$ cat config.mk
export PLATFORM = sky130hd
export DESIGN_NAME = risc_sequencer
export DESIGN_NICKNAME = d
export VERILOG_FILES = /design/src/rtl/risc_sequencer_pkg.sv /design/src/rtl/risc_sequencer.sv
export SDC_FILE = /design/constraint.sdc
export NUM_CORES = 1
export LEC_CHECK = 0
export CAP_MARGIN = 20
export CORE_MARGIN = 2
export CORE_UTILIZATION = 37
export DETAILED_ROUTE_END_ITERATION = 16
export PLACE_DENSITY = 0.66
export SLEW_MARGIN = 20
export SYNTH_ARGS = -nofsm -noshare
export SYNTH_HDL_FRONTEND = slang
export SYNTH_SLANG_ARGS = --single-unit
$ cat constraint.sdc
create_clock -name clk -period 1.9 [get_ports clk]
set_input_delay 0.19 -clock clk [delete_from_list [all_inputs] [get_ports clk]]
set_output_delay 0.19 -clock clk [all_outputs]
set_load 0.03 [all_outputs]
$ cat src/rtl/risc_sequencer_pkg.sv
// Shared definitions for the accumulator-machine sequencer:
// opcode constants and the controller state encoding.
package risc_sequencer_pkg;

  localparam logic [2:0] OP_HLT = 3'd0;
  localparam logic [2:0] OP_SKZ = 3'd1;
  localparam logic [2:0] OP_ADD = 3'd2;
  localparam logic [2:0] OP_AND = 3'd3;
  localparam logic [2:0] OP_XOR = 3'd4;
  localparam logic [2:0] OP_LDA = 3'd5;
  localparam logic [2:0] OP_STO = 3'd6;
  localparam logic [2:0] OP_JMP = 3'd7;

  // FETCH must be the all-zero code so reset lands on it.
  typedef enum logic [2:0] {
    S_FETCH   = 3'd0,
    S_IR_LOAD = 3'd1,
    S_DECODE  = 3'd2,
    S_OP_READ = 3'd3,
    S_OP_LOAD = 3'd4,
    S_EXEC    = 3'd5,
    S_STORE   = 3'd6,
    S_HALT    = 3'd7
  } state_e;

endpackage

$ cat src/rtl/risc_sequencer.sv
// Fetch/decode/execute controller for the 8-opcode accumulator
// datapath; the ALU lives beside this block.
module risc_sequencer
  import risc_sequencer_pkg::*;
#(
  parameter int WIDTH  = 8,
  parameter int AWIDTH = 5
) (
  input  logic              clk,
  input  logic              rst,
  input  logic              go,
  input  logic [WIDTH-1:0]  mem_rdata,
  output logic [AWIDTH-1:0] mem_addr,
  output logic              mem_rd,
  output logic              mem_wr,
  output logic [WIDTH-1:0]  mem_wdata,
  output logic [2:0]        alu_opcode,
  output logic [WIDTH-1:0]  alu_a,
  output logic [WIDTH-1:0]  alu_b,
  input  logic [WIDTH-1:0]  alu_out,
  input  logic              a_is_zero,
  output logic              halted,
  output logic [AWIDTH-1:0] pc
);

  state_e            state_q, state_d;
  logic [AWIDTH-1:0] pc_q, pc_d;
  logic [WIDTH-1:0]  ir_q, ir_d;
  logic [WIDTH-1:0]  dr_q, dr_d;
  logic [WIDTH-1:0]  acc_q, acc_d;

  logic [2:0]        opcode;
  logic [AWIDTH-1:0] operand;

  assign opcode  = ir_q[WIDTH-1:WIDTH-3];
  assign operand = ir_q[AWIDTH-1:0];

  always_ff @(posedge clk or posedge rst) begin
    if (rst) begin
      state_q <= S_FETCH;
      pc_q    <= '0;
      ir_q    <= '0;
      dr_q    <= '0;
      acc_q   <= '0;
    end else begin
      state_q <= state_d;
      pc_q    <= pc_d;
      ir_q    <= ir_d;
      dr_q    <= dr_d;
      acc_q   <= acc_d;
    end
  end

  always_comb begin
    state_d  = state_q;
    pc_d     = pc_q;
    ir_d     = ir_q;
    dr_d     = dr_q;
    acc_d    = acc_q;
    mem_rd   = 1'b0;
    mem_wr   = 1'b0;
    mem_addr = pc_q;
    halted   = 1'b0;
    unique case (state_q)
      S_FETCH: begin
        mem_rd  = 1'b1;
        state_d = S_IR_LOAD;
      end
      S_IR_LOAD: begin
        ir_d    = mem_rdata;
        pc_d    = pc_q + AWIDTH'(1);
        state_d = S_DECODE;
      end
      S_DECODE: begin
        unique case (opcode)
          OP_HLT: state_d = S_HALT;
          OP_SKZ: begin
            if (a_is_zero) pc_d = pc_q + AWIDTH'(1);
            state_d = S_FETCH;
          end
          OP_JMP: begin
            pc_d    = operand;
            state_d = S_FETCH;
          end
          OP_STO: state_d = S_STORE;
          OP_ADD, OP_AND,
          OP_XOR, OP_LDA: state_d = S_OP_READ;
        endcase
      end
      S_OP_READ: begin
        mem_rd   = 1'b1;
        mem_addr = operand;
        state_d  = S_OP_LOAD;
      end
      S_OP_LOAD: begin
        dr_d    = mem_rdata;
        state_d = S_EXEC;
      end
      S_EXEC: begin
        acc_d   = alu_out;
        state_d = S_FETCH;
      end
      S_STORE: begin
        mem_wr   = 1'b1;
        mem_addr = operand;
        state_d  = S_FETCH;
      end
      S_HALT: begin
        halted = 1'b1;
        if (go) state_d = S_FETCH;
      end
    endcase
  end

  assign mem_wdata  = acc_q;
  assign alu_opcode = opcode;
  assign alu_a      = acc_q;
  assign alu_b      = dr_q;
  assign pc         = pc_q;

endmodule

==> flow_summary.yaml, run 1 <==
sta:
  setup_viol: 0
  rsz0062_at_grt: "false"
  worstMarginPinSlew_ns: 0.4069
  finalSetupTns_ns: 0
  maxSlewViolCount: 0
  post-route-min-period_ns: 1.781
  hold_viol_final: 0
  relSlewSlack: 0.7275
  post-route-period-util: 0.9375
  clock_skew_ns: 0.003976
  fmax_mhz: 561.4
  fin_hold_ws_ns: 0.2879
floorplan:
  die_area_mm2: 0.004935
  initial_core_util: 0.3782
  ios: 60
  die-width_um: 70.25
  chipHeight_um: 70.25
  core_mm2: 0.004294
  num_rows: 24
logic_synthesis:
  synthTopCellsByArea: "dfrtp_1, mux2_2, mux2_4"
  synthCells: 134
  yosys_most_used_dff: "dfrtp_1"
  ys_seq_elements: 32
  syn_area_mm2: 0.001624
  synth.distinct_cells: 34
  ys_warn_count: 0
  ys_top_cells_by_count: "dfrtp_1, mux2_2, buf_4"
  yosysSeqAreaShare: 0.4931
  syn_nets: 155
  synth-edff-count: 0
  synth_top_cell_by_area: "dfrtp_1"
  synth.most_common_cell: "dfrtp_1"
  avgSynthCellArea_um2: 12.12
  netlist.area_leader.share: 0.4931
  synthArstFlopShare: 1.000
placement:
  gp_congestion: 0.7545
  placed_area_mm2: 0.002223
  post-dp-hpwl_um: 2612
  dp.cells: 237
  numPortBuffers: 59
power:
  combinationalPowerShare: 0.613
  leakage_uw: 0.0009835
  p_sw_frac: 0.4504
  power.switching_uw: 2230
  pwr-share-seq: 0.276
  peakVddDrop_v: 0.0009107
  p_clk_frac: 0.110
  power.internal_uw: 2720
  powerDensity_mw_per_mm2: 2157
setup_path:
  worstPathArrival_ns: 1.59
  endpoint_kind: "primary output"
  worstSetupPathType: "reg -> out"
  r2r_cells: 5
  crit_fanout: 11
  startpoint_type: "register"
  required_ns: 1.71
clock_network:
  cts_tree: "done"
  cts_setup_buffers: 0
  clockRootBuffer: "clkbuf_8"
  numCtsBuffers: 5
  htreeDepth: 2
  cts_buffer_depth: 2
  clkSinkCount: 32
  clk_latency_ns: 0.28
  clkTransAtPathRegs_ns: 0.07
layout:
  syn_to_final_growth_pct: 41.29
  diodes: 0
  fin_cells: 245
  design_area_mm2: 0.002295
  drive_gt1_frac: 0.2694
  fillerInstances: 355
  nets: 213
route:
  via_per_inst: 4.996
  drtIter0Drc: 22
  vias: 1224
  drcViolationCount: 0
  final_antenna_net_count: 0
  wl_per_cell_um: 14.65
  firstDrtPassIters: 4
  routed_wl_um: 3590
grt:
  grt_pass1_wl_um: 6113
  grt_pass1_vias: 1268
  grtUsageTotal: 0.1569
  overflow: 0
  antenna_found_initial: 0
  grt_start_max_net_pins: 33
run_status:
  status: "finished, final reports clean"
run:
  cap_violations: 0
worst_hold_path:
  hold_path_class: "in -> async"
## logic make-up after synthesis
| group | after synthesis | share of synthesized area |
|---|---|---|
| AND/OR/NAND/NOR | 33 | 0.1202 |
| flip-flops | 32 | 0.4931 |
| multiplexers | 28 | 0.2126 |
| buffers and inverters | 20 | 0.08012 |
| AO/OA/AOI/OAI | 18 | 0.07551 |
| XOR/XNOR | 2 | 0.01079 |
| adder cells (fa/ha/maj) | 1 | 0.007703 |
## what timing repair did
action / 4_1_cts / 5_1_grt
endpoints found under the setup margin: 7 / 6
hold buffers: 0 / 0
hold endpoints to repair: 0 / 0
gates resized for setup: 10 / 9
## flip-flops by register name (all words and copies together), names as in the netlist
| signal | cells |
|---|---|
| pc | 5 |
| alu_b | 8 |
| state_q | 3 |
| ir_q | 8 |
| alu_a | 8 |
## stage by stage
| step | setup WS [ns] | power [uW] | utilization |
|---|---|---|---|
| after detailed placement | -0.003792 | 4506 | 0.5178 |
| after CTS | 0.001143 | 5019 | 0.5388 |
| after global routing | 0.02517 | 5246 | 0.5344 |
| after floorplan | 0.3284 | 3458 | - |
| after global placement | 0.02905 | 4448 | 0.5178 |
| final | 0.1188 | 4950 | 0.5344 |
## cell type report
cell class	instances	area [um2]	share of cell area
inverter	5	21.27	0.009269
clock buffer	7	86.33	0.03762
tap	52	65.06	0.02835
clock inverter	1	7.507	0.003272
sequential	32	800.8	0.3490
multi-input combinational	82	695.7	0.3032
timing repair buffer	66	618.1	0.2694
## cell usage in the layout (no fill, tap or decap), drive strengths merged, types with 3 or more instances in the layout
| master | Yosys | layout |
|---|---|---|
| nand4 | 4 | 4 |
| a31oi | 3 | 3 |
| o21ai | 4 | 4 |
| inv | 5 | 5 |
| clkbuf | 0 | 12 |
| nor3 | 4 | 4 |
| nand2 | 9 | 9 |
| mux2 | 28 | 28 |
| nor2 | 4 | 4 |
| clkdlybuf4s50 | 0 | 51 |
| buf | 15 | 7 |
| dfrtp | 32 | 32 |
| nor2b | 3 | 3 |
## power by group through the flow
stage	logic, uW	registers, uW	clock network (uW)
2_1_floorplan	1700	1750	0
3_3_place_gp	3100	1350	0
3_5_place_dp	3140	1370	0
4_1_cts	3090	1370	563
5_1_grt	3220	1430	598
6_report	3040	1370	546
## worst max-delay path, cell delays in order (launching register included)
cell and delay [ns]:
dfrtp_1 0.40, buf_4 0.19, nor2b_1 0.15, nor3_1 0.16, dlygate4sd2_1 0.42
## final timing paths
path,startpoint,slack [ns],end
min reg2reg,alu_b[5],0.52,alu_b[5]
min,rst,0.29,alu_a[0]
max,state_q[0],0.12,mem_rd
min in group clk,alu_b[5],0.52,alu_b[5]
max reg2reg,state_q[1],0.36,pc[0]
max in group asynchronous,rst,1.32,alu_b[7]
## routing by layer
metal,wire length [um],share of wire,track usage,vias to the layer above
li1,-,-,-,585
met1,1601,0.45,0.2050,579
met2,1703,0.47,0.2453,56
met3,260,0.072,0.05483,4
met4,24,0.0067,0.04701,0
met5,0,0,0,-
No activity file was read; power rests on OpenSTA's default activity.
==> inputs of run 2 (changes only) <==
--- a/config.mk
+++ b/config.mk
@@ -5,7 +5,7 @@
 export SDC_FILE = /design/constraint.sdc
 export NUM_CORES = 1
 export LEC_CHECK = 0
-export CAP_MARGIN = 20
+export CAP_MARGIN = 15
 export CORE_MARGIN = 2
 export CORE_UTILIZATION = 37
 export DETAILED_ROUTE_END_ITERATION = 16
==> results of run 2 <==
The final DEF is identical to that of run 1; final timing and power are the same.
